==> config.mk <==
export PLATFORM = sky130hd
export DESIGN_NAME = mem_arbiter_ctrl
export DESIGN_NICKNAME = d
export VERILOG_FILES = /design/src/rtl/mem_arbiter_ctrl.sv
export SDC_FILE = /design/constraint.sdc
export NUM_CORES = 1
export LEC_CHECK = 0
export CAP_MARGIN = 20
export CORE_AREA = 2 2 57 59
export DETAILED_ROUTE_END_ITERATION = 8
export DIE_AREA = 0 0 59 61
export PLACE_DENSITY = 0.66
export SLEW_MARGIN = 20
export SYNTH_ARGS = -nofsm -noshare
export SYNTH_HDL_FRONTEND = slang
export SYNTH_SLANG_ARGS = --single-unit
==> constraint.sdc <==
create_clock -name clk -period 2.3 [get_ports clk]
set_input_delay 0.345 -clock clk [delete_from_list [all_inputs] [get_ports clk]]
set_output_delay 0.345 -clock clk [all_outputs]
set_load 0.02 [all_outputs]
==> src/rtl/mem_arbiter_ctrl.sv <==
// Two-port round-robin arbiter and setup/access sequencer for the JK-flip-flop word memory.
// Every output is a register; the memory lines are only active during SETUP and ACCESS.
module mem_arbiter_ctrl #(
   parameter int DATA_W = 4,
   parameter int ADDR_W = 2,
   parameter int WORDS  = 4
) (
   input  logic              clk,
   input  logic              reset,
   input  logic              req0,
   input  logic              rw0,
   input  logic [ADDR_W-1:0] addr0,
   input  logic [DATA_W-1:0] wdata0,
   input  logic              req1,
   input  logic              rw1,
   input  logic [ADDR_W-1:0] addr1,
   input  logic [DATA_W-1:0] wdata1,
   output logic              gnt0,
   output logic              gnt1,
   output logic              ack0,
   output logic              ack1,
   output logic [DATA_W-1:0] rdata,
   output logic              busy,
   output logic [WORDS-1:0]  mem_add,
   output logic              mem_rw,
   output logic [DATA_W-1:0] mem_wdata,
   input  logic [DATA_W-1:0] mem_rdata
);

   typedef enum logic [1:0] {
      ST_IDLE   = 2'd0,
      ST_SETUP  = 2'd1,
      ST_ACCESS = 2'd2,
      ST_DONE   = 2'd3
   } state_t;

   state_t            state_r;
   logic              ptr_r;
   logic              owner_r;
   logic              rw_r;
   logic              any_req_s;
   logic              win_s;
   logic              win_rw_s;
   logic [ADDR_W-1:0] win_addr_s;
   logic [DATA_W-1:0] win_wdata_s;

   function automatic logic [WORDS-1:0] onehot(input logic [ADDR_W-1:0] a);
      logic [WORDS-1:0] v;
      v    = {WORDS{1'b0}};
      v[a] = 1'b1;
      return v;
   endfunction

   // Arbitration: a lone requester wins outright, a tie goes to the pointer.
   always_comb begin
      any_req_s = req0 | req1;
      if (req0 && req1) begin
         win_s = ptr_r;
      end else if (req1) begin
         win_s = 1'b1;
      end else begin
         win_s = 1'b0;
      end
      if (win_s) begin
         win_rw_s    = rw1;
         win_addr_s  = addr1;
         win_wdata_s = wdata1;
      end else begin
         win_rw_s    = rw0;
         win_addr_s  = addr0;
         win_wdata_s = wdata0;
      end
   end

   // Sequencer: command latched at the IDLE edge, then fixed SETUP/ACCESS/DONE walk.
   always_ff @(posedge clk) begin
      if (reset) begin
         state_r   <= ST_IDLE;
         ptr_r     <= 1'b0;
         owner_r   <= 1'b0;
         rw_r      <= 1'b0;
         gnt0      <= 1'b0;
         gnt1      <= 1'b0;
         ack0      <= 1'b0;
         ack1      <= 1'b0;
         busy      <= 1'b0;
         rdata     <= {DATA_W{1'b0}};
         mem_add   <= {WORDS{1'b0}};
         mem_rw    <= 1'b0;
         mem_wdata <= {DATA_W{1'b0}};
      end else begin
         case (state_r)
            ST_IDLE: begin
               if (any_req_s) begin
                  owner_r   <= win_s;
                  rw_r      <= win_rw_s;
                  gnt0      <= ~win_s;
                  gnt1      <= win_s;
                  busy      <= 1'b1;
                  mem_add   <= onehot(win_addr_s);
                  mem_wdata <= win_wdata_s;
                  mem_rw    <= 1'b0;
                  state_r   <= ST_SETUP;
               end else begin
                  busy    <= 1'b0;
                  state_r <= ST_IDLE;
               end
            end
            ST_SETUP: begin
               mem_rw  <= rw_r;
               state_r <= ST_ACCESS;
            end
            ST_ACCESS: begin
               // The memory's read path is still selected on this edge.
               if (!rw_r) begin
                  rdata <= mem_rdata;
               end else begin
                  rdata <= rdata;
               end
               mem_add <= {WORDS{1'b0}};
               mem_rw  <= 1'b0;
               ack0    <= ~owner_r;
               ack1    <= owner_r;
               ptr_r   <= ~owner_r;
               state_r <= ST_DONE;
            end
            ST_DONE: begin
               gnt0    <= 1'b0;
               gnt1    <= 1'b0;
               ack0    <= 1'b0;
               ack1    <= 1'b0;
               busy    <= 1'b0;
               state_r <= ST_IDLE;
            end
            default: begin
               gnt0    <= 1'b0;
               gnt1    <= 1'b0;
               ack0    <= 1'b0;
               ack1    <= 1'b0;
               busy    <= 1'b0;
               mem_add <= {WORDS{1'b0}};
               mem_rw  <= 1'b0;
               state_r <= ST_IDLE;
            end
         endcase
      end
   end

endmodule

==> results summary <==
Synthesis produced 121 cells. Once detailed placement completed, the half-perimeter wirelength came to 1850 um. The share of flip-flops with an asynchronous set or reset came out at 0%. The count of instances resized after the clock tree is built came out at 0. The worst path needs 1.67 ns of the cycle, external delays included. In this run the biggest area consumer among cell types represents 44.3% of the synthesized area. The area overhead of the layout relative to synthesis is 43.0%. In this run the mean area of a mapped cell was 8.58 um^2.

The count of buffers added on input and output ports is 39. The largest buffer count on any clock path is 2. The reg2reg setup slack came out at 0.63 ns.

Routed signal wires occupy layers up through met4. The path class of the tightest hold or removal check is register to register. The height of the die is 61 um. TritonCTS built the clock tree.

STA classifies the critical path startpoint as a register. The initial antenna violation count came to 0. The post-route netlist has 5.63% of its cells at a drive strength greater than 1.

The portion of the clock cycle consumed by the worst path in the final layout came out at 72.5%. The distinct cell type count of the synthesized netlist is 26. Across the run, the number of max-cap violations was 0. The initialized floorplan defines 20 standard-cell rows. Between clock sinks in the finished design, the worst skew comes to 0.0110 ns. At the worst endpoint, the arrival time is 1.87 ns.

The final cell area excluding filler cells is 1490 um^2. In this run the worst setup path begins at state_r[0]. For the worst-skew pair, the clock arrives at the later sink with an insertion delay of 0.31 ns. The floorplan step defined a core boundary enclosing 2950 um^2. The maximum resistive drop on vdd is 0.307 mV. In the routed design, unresolved DRC markers number 0. The combinational family with the most area after synthesis is simple AND/OR/NAND/NOR gates. Setup violations remaining at the end of the flow were counted as 0. The highest net fanout along the worst path is 9. By count the netlist is led by sky130_fd_sc_hd__dfxtp_1 (23), sky130_fd_sc_hd__nand2_1 (18), sky130_fd_sc_hd__nor2_1 (18). The wire length on met1 is 1060 um. The leading area contributor after synthesis is sky130_fd_sc_hd__dfxtp_1. Yosys attributes the largest share of cell area to sky130_fd_sc_hd__dfxtp_1 (44%), sky130_fd_sc_hd__nand2_1 (6.5%), sky130_fd_sc_hd__nor2_1 (6.5%).

The final RePlAce weighted congestion is 0.775. The adder-cell share of the synthesized area is 6.02%. The global router's overall resource usage came out at 14.8%. The post-detailed-routing wire length is 2370 um. For this run, the register share of the synthesized area comes to 44.3%.

The number of enable-type register cells in the synthesized netlist is 0. Among all flip-flop cells after synthesis, the most frequent one is sky130_fd_sc_hd__dfxtp_1. The yosys synthesis warning count is 0. The maximum frequency from static timing analysis is 600 MHz. The clock buffer count from CTS came out at 3. Dividing the detail-routed wire length by the instance count gives 12.3 um.

The number of clock sinks seen by CTS came out at 23. The post-detailed-route count of antenna-violating nets came out at 0. The total die area is 3600 um^2. The end-of-flow core utilization came out at 50.3%. The wire length of the first global-routing pass is 3950 um.

The pre-antenna-repair detailed-routing pass consisted of 4 iterations. The number of global-route vias before repair is 911. The tightest slew margin relative to the limit came out at 64.9%.

The number of placed I/O pins came out at 40. The xor/xnor cell area share of the yosys netlist is 0%. Setup repair after global routing left no endpoint under its margin. The logic depth of the worst register-to-register path came out at 5. The mux share of post-synthesis cell area is 4.82%. The setup path with the least slack is of type register to register. The number of antenna diodes in the final layout is 0.

The number of pins exceeding their max-slew limit in the final report is 0. Buffers inserted to repair hold after CTS numbered 0. The final total negative setup slack came out at 0 ns. From left edge to right edge, the die measures 59 um. Summing over every cut layer, the via total after detailed routing is 961.

The endpoint identified for the worst register-to-register timing path is rdata[3]. The dominant cell by count in the synthesized netlist is sky130_fd_sc_hd__dfxtp_1. The worst register-to-register path begins at state_r[0].

The total overflow reported by the global router came out at 0. The clock slew seen by the registers of the worst setup and hold paths came out at 0.14 ns. The total setup buffers inserted after CTS is 0. The cell chosen for the clock root is sky130_fd_sc_hd__clkbuf_4. The synthesized netlist net count is 148. The fraction of the mapped netlist area in compound gates is 17.8%. After detailed placement, the total cell area comes to 1460 um^2. The initial cell density of the core came out at 35.2%. Summed over all nets, wire length on met3 after detailed routing comes to 97 um. The flow ran to the end, and the final reports show no timing, DRC or antenna violations. The sum of met2 wire segment lengths after detailed routing came out at 1200 um. The worst endpoint required time came out at 2.50 ns.

The simple-gate share of the synthesized area came out at 22.7%. The pin count of the biggest net entering global routing came out at 24. The most critical setup path has its endpoint at rdata[3]. In the final design database the tool counted 188 nets. The DRC violation total after the first TritonRoute iteration came out at 24. The ratio of total power to cell area came out at 921 nW/um^2.

The worst setup path is captured at a register. The final hold violation count came out at 0. At the pin with the least slew margin, the transition time is 0.520 ns. CTS built an H-tree with a depth of 1. The area of the mapped netlist came out at 1040 um^2. Using the TritonRoute via totals, the vias-per-cell ratio works out to 4.98. The number of synthesized register bits came out at 23. In this run the static leakage power is 0.569 nW.
-- report_power, final --
group          internal (W)  switching [W]  total [W]
clock network     0.0000662       0.000125   0.000191
logic              0.000296       0.000338   0.000634
registers          0.000488      0.0000550   0.000543
-- registers in the layout, indices dropped and copies added, names as in the netlist --
| name | flops |
|---|---|
| ack0 | 1 |
| state_r | 2 |
| rw_r | 1 |
| rdata | 4 |
| gnt1 | 1 |
| ack1 | 1 |
| mem_wdata | 4 |
| busy | 1 |
| mem_rw | 1 |
| owner_r | 1 |
| ptr_r | 1 |
| gnt0 | 1 |
| mem_add | 4 |
-- layout make-up --
cell class | instances | area, um^2
Clock buffer | 3 | 22.5
Clock inverter | 1 | 7.51
Fill cell | 304 | 1470
Inverter | 4 | 15.0
Multi-Input combinational cell | 88 | 533
Sequential cell | 23 | 460
Tap cell | 33 | 41.3
Timing Repair Buffer | 41 | 405
-- per-layer routing --
metal | GRT usage (%) | vias to the layer above
met1 | 18.1 | 436
li1 | - | 498
met2 | 25.6 | 25
met4 | 5.84 | 0
met3 | 2.99 | 2
met5 | 0 | -
-- worst min path at each step --
stage / from / end / slack [ns] / cells after the start
finish: mem_add[2] / mem_add[2] / 0.46 / 2
global route: mem_rw / mem_rw / 0.49 / 2
global placement: mem_rw / mem_rw / 0.44 / 2
detailed placement: mem_add[2] / mem_add[2] / 0.45 / 2
CTS: mem_add[2] / mem_add[2] / 0.47 / 2
floorplan: reset / state_r[1] / 0.42 / 1
-- worst max-delay path, stage by stage (launching register included) --
cell                      delay [ns]
sky130_fd_sc_hd__dfxtp_1        0.35
sky130_fd_sc_hd__inv_1          0.10
sky130_fd_sc_hd__ha_1           0.38
sky130_fd_sc_hd__nor2b_1        0.44
sky130_fd_sc_hd__mux2i_1        0.24
sky130_fd_sc_hd__nor2_1         0.05
-- cells in the final DEF (no fill, tap or decap), types with 4 or more instances in the layout --
cell type,count
sky130_fd_sc_hd__nand2_1,18
sky130_fd_sc_hd__mux2i_1,5
sky130_fd_sc_hd__clkdlybuf4s50_1,39
sky130_fd_sc_hd__o21ai_0,6
sky130_fd_sc_hd__ha_1,5
sky130_fd_sc_hd__inv_1,4
sky130_fd_sc_hd__a21oi_1,8
sky130_fd_sc_hd__nor2_1,18
sky130_fd_sc_hd__dfxtp_1,23
sky130_fd_sc_hd__a311oi_1,5
-- cells by family after synthesis --
logic type                 Yosys count
AOI/OAI and AO/OA                   27
adders and majority gates            5
buffers and inverters               10
DFF                                 23
muxes                                5
and+or+nand+nor                     51
-- stage by stage --
step	std cells	total power (W)	setup WS (ns)	hold WS, ns
2_1_floorplan	121	0.000946	0.775	0.417
3_3_place_gp	189	0.00118	0.455	0.439
3_5_place_dp	189	0.00119	0.418	0.446
4_1_cts	193	0.00138	0.600	0.465
5_1_grt	193	0.00148	0.456	0.494
6_report	193	0.00137	0.632	0.463
(Power assumes the default switching activity.)
